===== config.mk =====
export PLATFORM = sky130hd
export DESIGN_NAME = booth_wallace_mul_pipe
export DESIGN_NICKNAME = d
export VERILOG_FILES = /design/src/rtl/mul_pkg.sv /design/src/rtl/booth_pp_gen.sv /design/src/rtl/booth_wallace_mul_pipe.sv
export SDC_FILE = /design/constraint.sdc
export NUM_CORES = 2
export LEC_CHECK = 0
export CAP_MARGIN = 30
export CELL_PAD_IN_SITES_DETAIL_PLACEMENT = 2
export CELL_PAD_IN_SITES_GLOBAL_PLACEMENT = 2
export CORE_MARGIN = 2
export CORE_UTILIZATION = 30
export CTS_CLUSTER_DIAMETER = 40
export DETAILED_ROUTE_END_ITERATION = 7
export PLACE_DENSITY = 0.65
export SYNTH_ARGS = -nofsm -noshare
export SYNTH_HDL_FRONTEND = slang
export SYNTH_SLANG_ARGS = --single-unit
export TNS_END_PERCENT = 10

===== constraint.sdc =====
create_clock -name clk -period 20.6 [get_ports clk]
set_input_delay 2.06 -clock clk [delete_from_list [all_inputs] [get_ports clk]]
set_output_delay 2.06 -clock clk [all_outputs]
set_load 0.005 [all_outputs]

===== src/rtl/mul_pkg.sv =====
// Shared definitions for the pipelined Booth/Wallace multiplier: op encodings,
// operand-extension helpers and partial-product count.
package mul_pkg;

    localparam int DEFAULT_WIDTH = 32;

    localparam logic [1:0] MUL_OP_MUL    = 2'b00;
    localparam logic [1:0] MUL_OP_MULH   = 2'b01;
    localparam logic [1:0] MUL_OP_MULHSU = 2'b10;
    localparam logic [1:0] MUL_OP_MULHU  = 2'b11;

    // Radix-4 Booth over a WIDTH+2 bit operand gives one digit per two bits.
    function automatic int num_pp(input int width);
        return (width + 2) / 2;
    endfunction

    // rs1 is treated as signed for MULH and MULHSU.
    function automatic logic op_a_signed(input logic [1:0] op);
        return (op == MUL_OP_MULH) || (op == MUL_OP_MULHSU);
    endfunction

    // rs2 is treated as signed only for MULH.
    function automatic logic op_b_signed(input logic [1:0] op);
        return op == MUL_OP_MULH;
    endfunction

    // Every op except MUL returns the upper half of the product.
    function automatic logic op_sel_high(input logic [1:0] op);
        return (op == MUL_OP_MULH) || (op == MUL_OP_MULHSU) || (op == MUL_OP_MULHU);
    endfunction

endpackage


===== src/rtl/booth_pp_gen.sv =====
// One radix-4 Booth digit: selects 0/+-A/+-2A, sign-extends to the full
// product width and shifts into place. Negation is done as one's complement
// here; the +1 comes back through neg_o as a separate row bit.
module booth_pp_gen #(
    parameter int WIDTH = 32,
    parameter int SHIFT = 0
) (
    input  logic [2:0]         digit_i,
    input  logic [WIDTH+1:0]   a_ext_i,
    output logic [2*WIDTH-1:0] pp_o,
    output logic               neg_o
);

    localparam int PW = 2 * WIDTH;

    logic [WIDTH+2:0] mag;
    logic [PW-1:0]    mag_se;
    logic             neg;

    // Decode the digit {b[2i+1], b[2i], b[2i-1]} and build the shifted row.
    always_comb begin
        mag = '0;
        neg = 1'b0;
        unique case (digit_i)
            3'b001, 3'b010: mag = {a_ext_i[WIDTH+1], a_ext_i};
            3'b011:         mag = {a_ext_i, 1'b0};
            3'b100: begin
                mag = {a_ext_i, 1'b0};
                neg = 1'b1;
            end
            3'b101, 3'b110: begin
                mag = {a_ext_i[WIDTH+1], a_ext_i};
                neg = 1'b1;
            end
            default: ;
        endcase
        mag_se = {{(PW - WIDTH - 3){mag[WIDTH+2]}}, mag};
        pp_o   = (neg ? ~mag_se : mag_se) << SHIFT;
        neg_o  = neg;
    end

endmodule


===== src/rtl/booth_wallace_mul_pipe.sv =====
// Three-stage RISC-V multiplier: S1 Booth partial products, S2 3:2 CSA
// reduction to two rows, S3 carry-propagate add and high/low select.
// Valid/ready elastic pipeline with tag passthrough and flush.
module booth_wallace_mul_pipe
    import mul_pkg::*;
#(
    parameter int WIDTH = DEFAULT_WIDTH,
    parameter int TAG_W = 5
) (
    input  logic             clk,
    input  logic             rst,
    input  logic             flush,
    input  logic             in_valid,
    output logic             in_ready,
    input  logic [1:0]       in_op,
    input  logic [WIDTH-1:0] in_a,
    input  logic [WIDTH-1:0] in_b,
    input  logic [TAG_W-1:0] in_tag,
    output logic             out_valid,
    input  logic             out_ready,
    output logic [WIDTH-1:0] out_result,
    output logic [TAG_W-1:0] out_tag
);

    localparam int PW        = 2 * WIDTH;
    localparam int NUM_PP    = num_pp(WIDTH);
    localparam int NUM_ROWS  = NUM_PP + 1;             // partial products plus the neg-bit row
    localparam int NUM_CSA   = NUM_ROWS - 2;           // each 3:2 cell removes one row
    localparam int TREE_ROWS = NUM_ROWS + 2 * NUM_CSA;

    function automatic logic [PW-1:0] csa_sum(input logic [PW-1:0] a, b, c);
        return a ^ b ^ c;
    endfunction

    function automatic logic [PW-1:0] csa_carry(input logic [PW-1:0] a, b, c);
        return ((a & b) | (a & c) | (b & c)) << 1;
    endfunction

    logic v1_q, v2_q, v3_q;
    logic v1_d, v2_d, v3_d;
    logic ld1, ld2, ld3, accept;

    logic [PW-1:0]    pp_s1 [NUM_PP];
    logic [NUM_PP-1:0] neg_s1;
    logic [PW-1:0]    pp1_q [NUM_PP];
    logic [NUM_PP-1:0] neg1_q;
    logic [1:0]       op1_q, op2_q;
    logic [TAG_W-1:0] tag1_q, tag2_q, tag3_q;

    logic [PW-1:0]    neg_row;
    logic [PW-1:0]    rows [TREE_ROWS];
    logic [PW-1:0]    sum2_q, carry2_q;
    logic [PW-1:0]    prod;
    logic [WIDTH-1:0] res3_q;

    logic [WIDTH+1:0] a_ext;
    logic [WIDTH+2:0] b_pad;

    // A stage may load when it is empty or its contents move on this edge.
    assign ld3      = !v3_q || out_ready;
    assign ld2      = !v2_q || ld3;
    assign ld1      = !v1_q || ld2;
    assign in_ready = ld1 && !flush;
    assign accept   = in_valid && in_ready;

    assign out_valid  = v3_q;
    assign out_result = res3_q;
    assign out_tag    = tag3_q;

    assign a_ext = {{2{op_a_signed(in_op) & in_a[WIDTH-1]}}, in_a};
    assign b_pad = {{2{op_b_signed(in_op) & in_b[WIDTH-1]}}, in_b, 1'b0};

    genvar gi;
    generate
        for (gi = 0; gi < NUM_PP; gi++) begin : g_pp
            booth_pp_gen #(
                .WIDTH (WIDTH),
                .SHIFT (2 * gi)
            ) u_pp (
                .digit_i (b_pad[2*gi+2 -: 3]),
                .a_ext_i (a_ext),
                .pp_o    (pp_s1[gi]),
                .neg_o   (neg_s1[gi])
            );
        end
    endgenerate

    // Valid bits shift forward whenever the downstream slot frees up.
    always_comb begin
        v3_d = ld3 ? v2_q : v3_q;
        v2_d = ld2 ? v1_q : v2_q;
        v1_d = ld1 ? accept : v1_q;
    end

    // Valid bits: reset beats flush, flush empties every stage.
    always_ff @(posedge clk) begin
        if (rst || flush) begin
            v1_q <= 1'b0;
            v2_q <= 1'b0;
            v3_q <= 1'b0;
        end else begin
            v1_q <= v1_d;
            v2_q <= v2_d;
            v3_q <= v3_d;
        end
    end

    // S1 data: partial products captured only on accept.
    always_ff @(posedge clk) begin
        if (accept) begin
            pp1_q  <= pp_s1;
            neg1_q <= neg_s1;
            op1_q  <= in_op;
            tag1_q <= in_tag;
        end
    end

    // CSA tree: cell k consumes rows 3k..3k+2 and appends two rows, so the
    // row list is reduced in FIFO order and depth grows with log(NUM_PP).
    always_comb begin
        neg_row = '0;
        for (int i = 0; i < NUM_PP; i++) neg_row[2*i] = neg1_q[i];
        for (int r = 0; r < TREE_ROWS; r++) rows[r] = '0;
        for (int i = 0; i < NUM_PP; i++) rows[i] = pp1_q[i];
        rows[NUM_PP] = neg_row;
        for (int k = 0; k < NUM_CSA; k++) begin
            rows[NUM_ROWS + 2*k]     = csa_sum  (rows[3*k], rows[3*k+1], rows[3*k+2]);
            rows[NUM_ROWS + 2*k + 1] = csa_carry(rows[3*k], rows[3*k+1], rows[3*k+2]);
        end
    end

    // S2 data: the two surviving rows, loaded when S1 moves forward.
    always_ff @(posedge clk) begin
        if (ld2 && v1_q) begin
            sum2_q   <= rows[TREE_ROWS-2];
            carry2_q <= rows[TREE_ROWS-1];
            op2_q    <= op1_q;
            tag2_q   <= tag1_q;
        end
    end

    assign prod = sum2_q + carry2_q;

    // S3 outputs: held while stalled, cleared only by reset.
    always_ff @(posedge clk) begin
        if (rst) begin
            res3_q <= '0;
            tag3_q <= '0;
        end else if (ld3 && v2_q) begin
            res3_q <= op_sel_high(op2_q) ? prod[PW-1:WIDTH] : prod[WIDTH-1:0];
            tag3_q <= tag2_q;
        end
    end

endmodule

## Word level (Yosys, flattened, before mapping)

Index checks and enable logic that the tools add are counted.

- Register bits: 1014
- Output and inout port bits: 39
- Logic and storage cells: 382
- Input port bits: 76

- Eq/ne operators: 104
- Reduce and logical (&&, ||, !) cells: 65
- Bitwise logic cells: 131
- Mux-type cells: 52
- Add/subtract/negate cells: 1

Operators by type and width:

| cell | number |
|---|---|
| $and A63 B63 Y63 | 46 |
| $or A63 B63 Y63 | 32 |
| $xor A64 B64 Y64 | 31 |
| $pmux W35 S2 | 15 |
| $eq A3 B3 Y1 const B | 48 |
| $and A63 B33 Y63 | 2 |
| $eq A3 B2 Y1 const B | 32 |
| $pmux W34 S2 | 1 |
| $add A64 B64 Y64 | 1 |
| $mux W32 | 2 |
| $mux W64 | 1 |
| $not A64 Y64 | 1 |
| $pmux W32 S2 | 1 |
| $reduce_or A4 Y1 | 16 |
| $xor A64 B33 Y64 | 1 |
| $mux W62 | 1 |
| $not A62 Y62 | 1 |
| $mux W60 | 1 |
| $not A60 Y60 | 1 |
| $mux W58 | 1 |
| $not A58 Y58 | 1 |
| $mux W56 | 1 |
| $not A56 Y56 | 1 |
| $mux W54 | 1 |
| other kinds (32) | 114 |

## Longest topological paths before layout

- Depth after elaboration: 17
- Mapped depth: 14

## Modules after synthesis

From an unflattened synthesis, not the netlist that was laid out.

- Cell total of the unflattened synthesis: 7526
- Area, all modules: 94414.3 um^2

Modules (own cells, without submodules):

| module | cells each | area an instance (um^2) | times used |
|---|---|---|---|
| booth_wallace_mul_pipe | 4765 | 69266.4 | 1 |
| booth_pp_gen at g_pp[10].u_pp ... | 163 | 1476.4 | 14 |
| booth_pp_gen at g_pp[16].u_pp | 156 | 1527.7 | 1 |
| booth_pp_gen at g_pp[15].u_pp | 161 | 1477.7 | 1 |
| booth_pp_gen at g_pp[0].u_pp | 162 | 1472.7 | 1 |

## Least setup slack after synthesis

Ideal clock, no wire load.

- Path kind: input to register
- Start: input port out_ready
- End: register neg1_q[0] (enable)
- Data required time: 19.554 ns
- Slack: 3.461 ns
- Cell stages on the path: 4
- Data arrival time: 16.093 ns
- Setup time: 1.046 ns
- Cell sequence: nor2b_1 > and2_1 > a21oi_1 > and2_1

- Longest elaborated chain between the ends: 5

Ends and longest elaborated chain:

| element | line | text |
|---|---|---|
| start, declared | booth_wallace_mul_pipe.sv:20 | `input logic out_ready,` |
| $logic_or A1 B1 Y1 | booth_wallace_mul_pipe.sv:60 | `assign ld3 = !v3_q \|\| out_ready;` |
| $logic_or A1 B1 Y1 | booth_wallace_mul_pipe.sv:61 | `assign ld2 = !v2_q \|\| ld3;` |
| $logic_or A1 B1 Y1 | booth_wallace_mul_pipe.sv:62 | `assign ld1 = !v1_q \|\| ld2;` |
| $logic_and A1 B1 Y1 | booth_wallace_mul_pipe.sv:63 | `assign in_ready = ld1 && !flush;` |
| named net in_ready | booth_wallace_mul_pipe.sv:14 | `output logic in_ready,` |
| $logic_and A1 B1 Y1 | booth_wallace_mul_pipe.sv:64 | `assign accept = in_valid && in_ready;` |
| named net accept | booth_wallace_mul_pipe.sv:41 | `logic ld1, ld2, ld3, accept;` |
| end signal, assigned | booth_wallace_mul_pipe.sv:112 | `neg1_q <= neg_s1;` |
| end, declared | booth_wallace_mul_pipe.sv:46 | `logic [NUM_PP-1:0] neg1_q;` |

The timed path passes the listed nets, and every way through them passes these cells.
A chain may end at the register's enable or synchronous reset.

## Worst setup path after layout

- Start: input port out_ready
- End: register pp1_q[855] (netlist bit) (enable)

- Longest elaborated chain between the ends: 5

Ends and longest elaborated chain:

| element | line | text |
|---|---|---|
| $logic_or A1 B1 Y1 | booth_wallace_mul_pipe.sv:60 |  |
| $logic_or A1 B1 Y1 | booth_wallace_mul_pipe.sv:61 |  |
| $logic_or A1 B1 Y1 | booth_wallace_mul_pipe.sv:62 |  |
| $logic_and A1 B1 Y1 | booth_wallace_mul_pipe.sv:63 |  |
| $logic_and A1 B1 Y1 | booth_wallace_mul_pipe.sv:64 |  |
| named net accept | booth_wallace_mul_pipe.sv:41 |  |
| end signal, assigned | booth_wallace_mul_pipe.sv:111 | `pp1_q <= pp_s1;` |
| end, declared | booth_wallace_mul_pipe.sv:45 | `logic [PW-1:0] pp1_q [NUM_PP];` |

The timed path passes the listed nets, and every way through them passes these cells.

==> qor.txt <==
Status - completed
Final hold slack - 0.420 ns
Peak VDD IR - 0.260 mV
Drt first pass iters - 7
Worst flop-to-flop path startpoint - out_valid
Port Buf Inserts - 114
Largest net degree at the start of global routing - 131
Grt ovf - 0
Placer's final routability congestion estimate - 0.834
Avg Synthesized Cell Area - 10.9 sq um
Data arrival, critical path - 7.24 ns
Via count - 41445
Distinct cells, synth - 73
Die height - 441 um
Critical path peak fanout - 65
Max-Cap Viols - 0
Area of the multi-input gates - 0.0295 sq mm
Synth Cell Area - 0.0572 sq mm
Setup Fix Bufs, Post-CTS - 0
Worst min-delay path class - register to register
Total Wirelength - 219000 um
Final worst-path cycle share - 32.9%
RSZ-0062 raised after global routing - no
Fraction of layout instances using a drive strength above 1 - 8.94%
Worst-path clk slew - 0.05 ns
Most frequent cells in the layout - inv_1 (930), edfxtp_1 (730), fa_1 (552)
Req. time, crit path - 21.05 ns
IO Pins - 115
Area leader, netlist - edfxtp_1
Placed insts - 7554
Layout fillers - 19916
Routed WL per cell - 27.8 um
Final hold vios - 0
Syn_nets - 6067
Tmin final - 6.78 ns
Yosys reg bits - 770
WS Path Type - primary input to register
Leading cell type in the layout, fill and taps excluded - inv_1
Clock Tree Buf Depth - 3
Register area share after synthesis - 39.7%
Synth Instances - 5269
GRT Total Usage - 22.4%
Area contributors post-synth - edfxtp_1 (38%), fa_1 (19%), xor2_1 (7.7%)
Post-DRT Antenna Nets - 0
Post-synth EDFFs - 730
Cell Pwr Density - 176 mW/mm^2
Setup tns final - 0 ns
Rows - 160
Final Max Slew Viols - 0
Top FF cell, synth - edfxtp_1
H-Tree Depth - 4
Slew HR - 29.9%
First-iteration detailed-routing DRC count - 3439
First-pass GRT wire length - 319000 um
Slew @ Worst Pin - 1.05 ns
Clk sink count - 770
Final non-filler cell total - 7879
Root buf cell - clkbuf_16
CORE AREA - 0.190 sq mm
Dpl hpwl - 148000 um
DRC violations left - 0
TritonCTS buffer count - 168
Leakage power - 27.4 nW
Worst Hold Launch - tag1_q[4]
Number of global-route vias before repair - 45445
Antenna violations before repair - 17
Sequential cell area - 0.0227 sq mm
CP Launch Point - out_ready
Synth warn - 0
Initial Util - 30.1%
Fmax - 0.147 GHz
Async set or reset register ratio after synthesis - 0%
Via/cell ratio - 5.26
Die area - 0.194 sq mm
Worst-Skew Late Latency - 0.85 ns
# hold bufs at CTS - 0
Post-CTS sizing - 0
Layout area overhead - 16.4%
CTS tree - yes
Yosys top cell area share - 38.3%
Final setup fails - 0
Die span in x - 441 um
Crit end category - register
CP Launch Type - primary input
Setup Skew - 0.0708 ns
Layout Nets - 6012
## power breakdown
group	switching [mW]	total (mW)	internal, mW
clock network	0.998	2.84	1.84
logic	4.12	6.43	2.31
registers	0.0953	2.46	2.37
total	5.21	11.7	6.52
## metrics by stage
| step | utilization (%) | worst slack [ns] | power, mW | area [sq um] |
|---|---|---|---|---|
| final | 35.1 | 13.82 | 11.7 | 66600 |
| after global routing | 35.1 | 13.52 | 12.5 | 66600 |
| after CTS | 35.1 | 13.90 | 11.8 | 66500 |
| after detailed placement | 31.9 | 13.04 | 8.89 | 60600 |
| after global placement | 31.9 | 12.69 | 8.57 | 60500 |
| after floorplan | - | 3.46 | 6.03 | 57200 |
## state kept, by name, summed over array words and instances (netlist names)
| name | count |
|---|---|
| tag2_q | 5 |
| carry2_q | 59 |
| v1_q | 1 |
| op1_q | 2 |
| tag1_q | 5 |
| out_valid | 1 |
| out_tag | 5 |
| op2_q | 2 |
| sum2_q | 64 |
| v2_q | 1 |
| pp1_q | 576 |
| neg1_q | 17 |
| out_result | 32 |
## final cells by class
cell class | instances | share of cell area, %
repair buffers | 216 | 2.65
diodes | 10 | 0.0376
clock buffers | 184 | 6.44
inverters | 930 | 5.24
clock inverters | 130 | 2.45
well taps | 2511 | 4.72
multi-input cells | 3128 | 44.3
flip-flops and latches | 770 | 34.1
## synth_stat cells, drive strengths merged (13+ instances only)
library cell,n
and2,44
a221o,16
nand2,119
a21o,42
a21oi,127
a22oi,450
a22o,22
mux2i,22
xnor2,72
nand2b,21
o21bai,17
ha,170
nor2,117
nand4,17
o21ai,546
buf,92
o31ai,19
edfxtp,730
xor2,502
dfxtp,40
nor2b,31
fa,552
inv,930
maj3,15
and3,21
a211oi,13
nand3,43
clkbuf,349
nor3,25
## metal layers
| metal | vias to the layer above | global-route usage (%) | part of all wire [%] |
|---|---|---|---|
| met3 | 324 | 2.75 | 4.9 |
| met2 | 1290 | 36.9 | 48 |
| met4 | 0 | 7.57 | 3.0 |
| met5 | - | 0 | 0 |
| met1 | 22252 | 30.5 | 45 |
| li1 | 17579 | - | - |
## path summary, 6_finish.rpt
path                endpoint  slack [ns]  cells past startpoint
hold reg to reg    tag2_q[4]        0.42                      0
setup reg to reg  pp1_q[855]       15.14                     10
hold / removal     tag2_q[4]        0.42                      0
setup / recovery  pp1_q[855]       13.82                     11
## cells by family after synthesis
family          Yosys count  synth area share (%)
compound gates         1331                  14.8
xor+xnor                574                  8.79
fa+ha+maj               737                  23.3
buf+inv                1371                  9.01
flops                   770                  39.7
mux                      22                 0.385
other cells               1               0.00656
simple gates            463                  3.91
## critical path, stage by stage
cell and delay [ns]:
clkdlybuf4s50_1 0.46, nor2b_1 0.10, and2_1 0.24, a21oi_1 0.20, and2_4 0.73, buf_4 0.71
buf_4 0.46, buf_16 0.31, buf_4 0.52, buf_16 0.30, buf_4 0.75
Power figures use the tool's default switching activity.
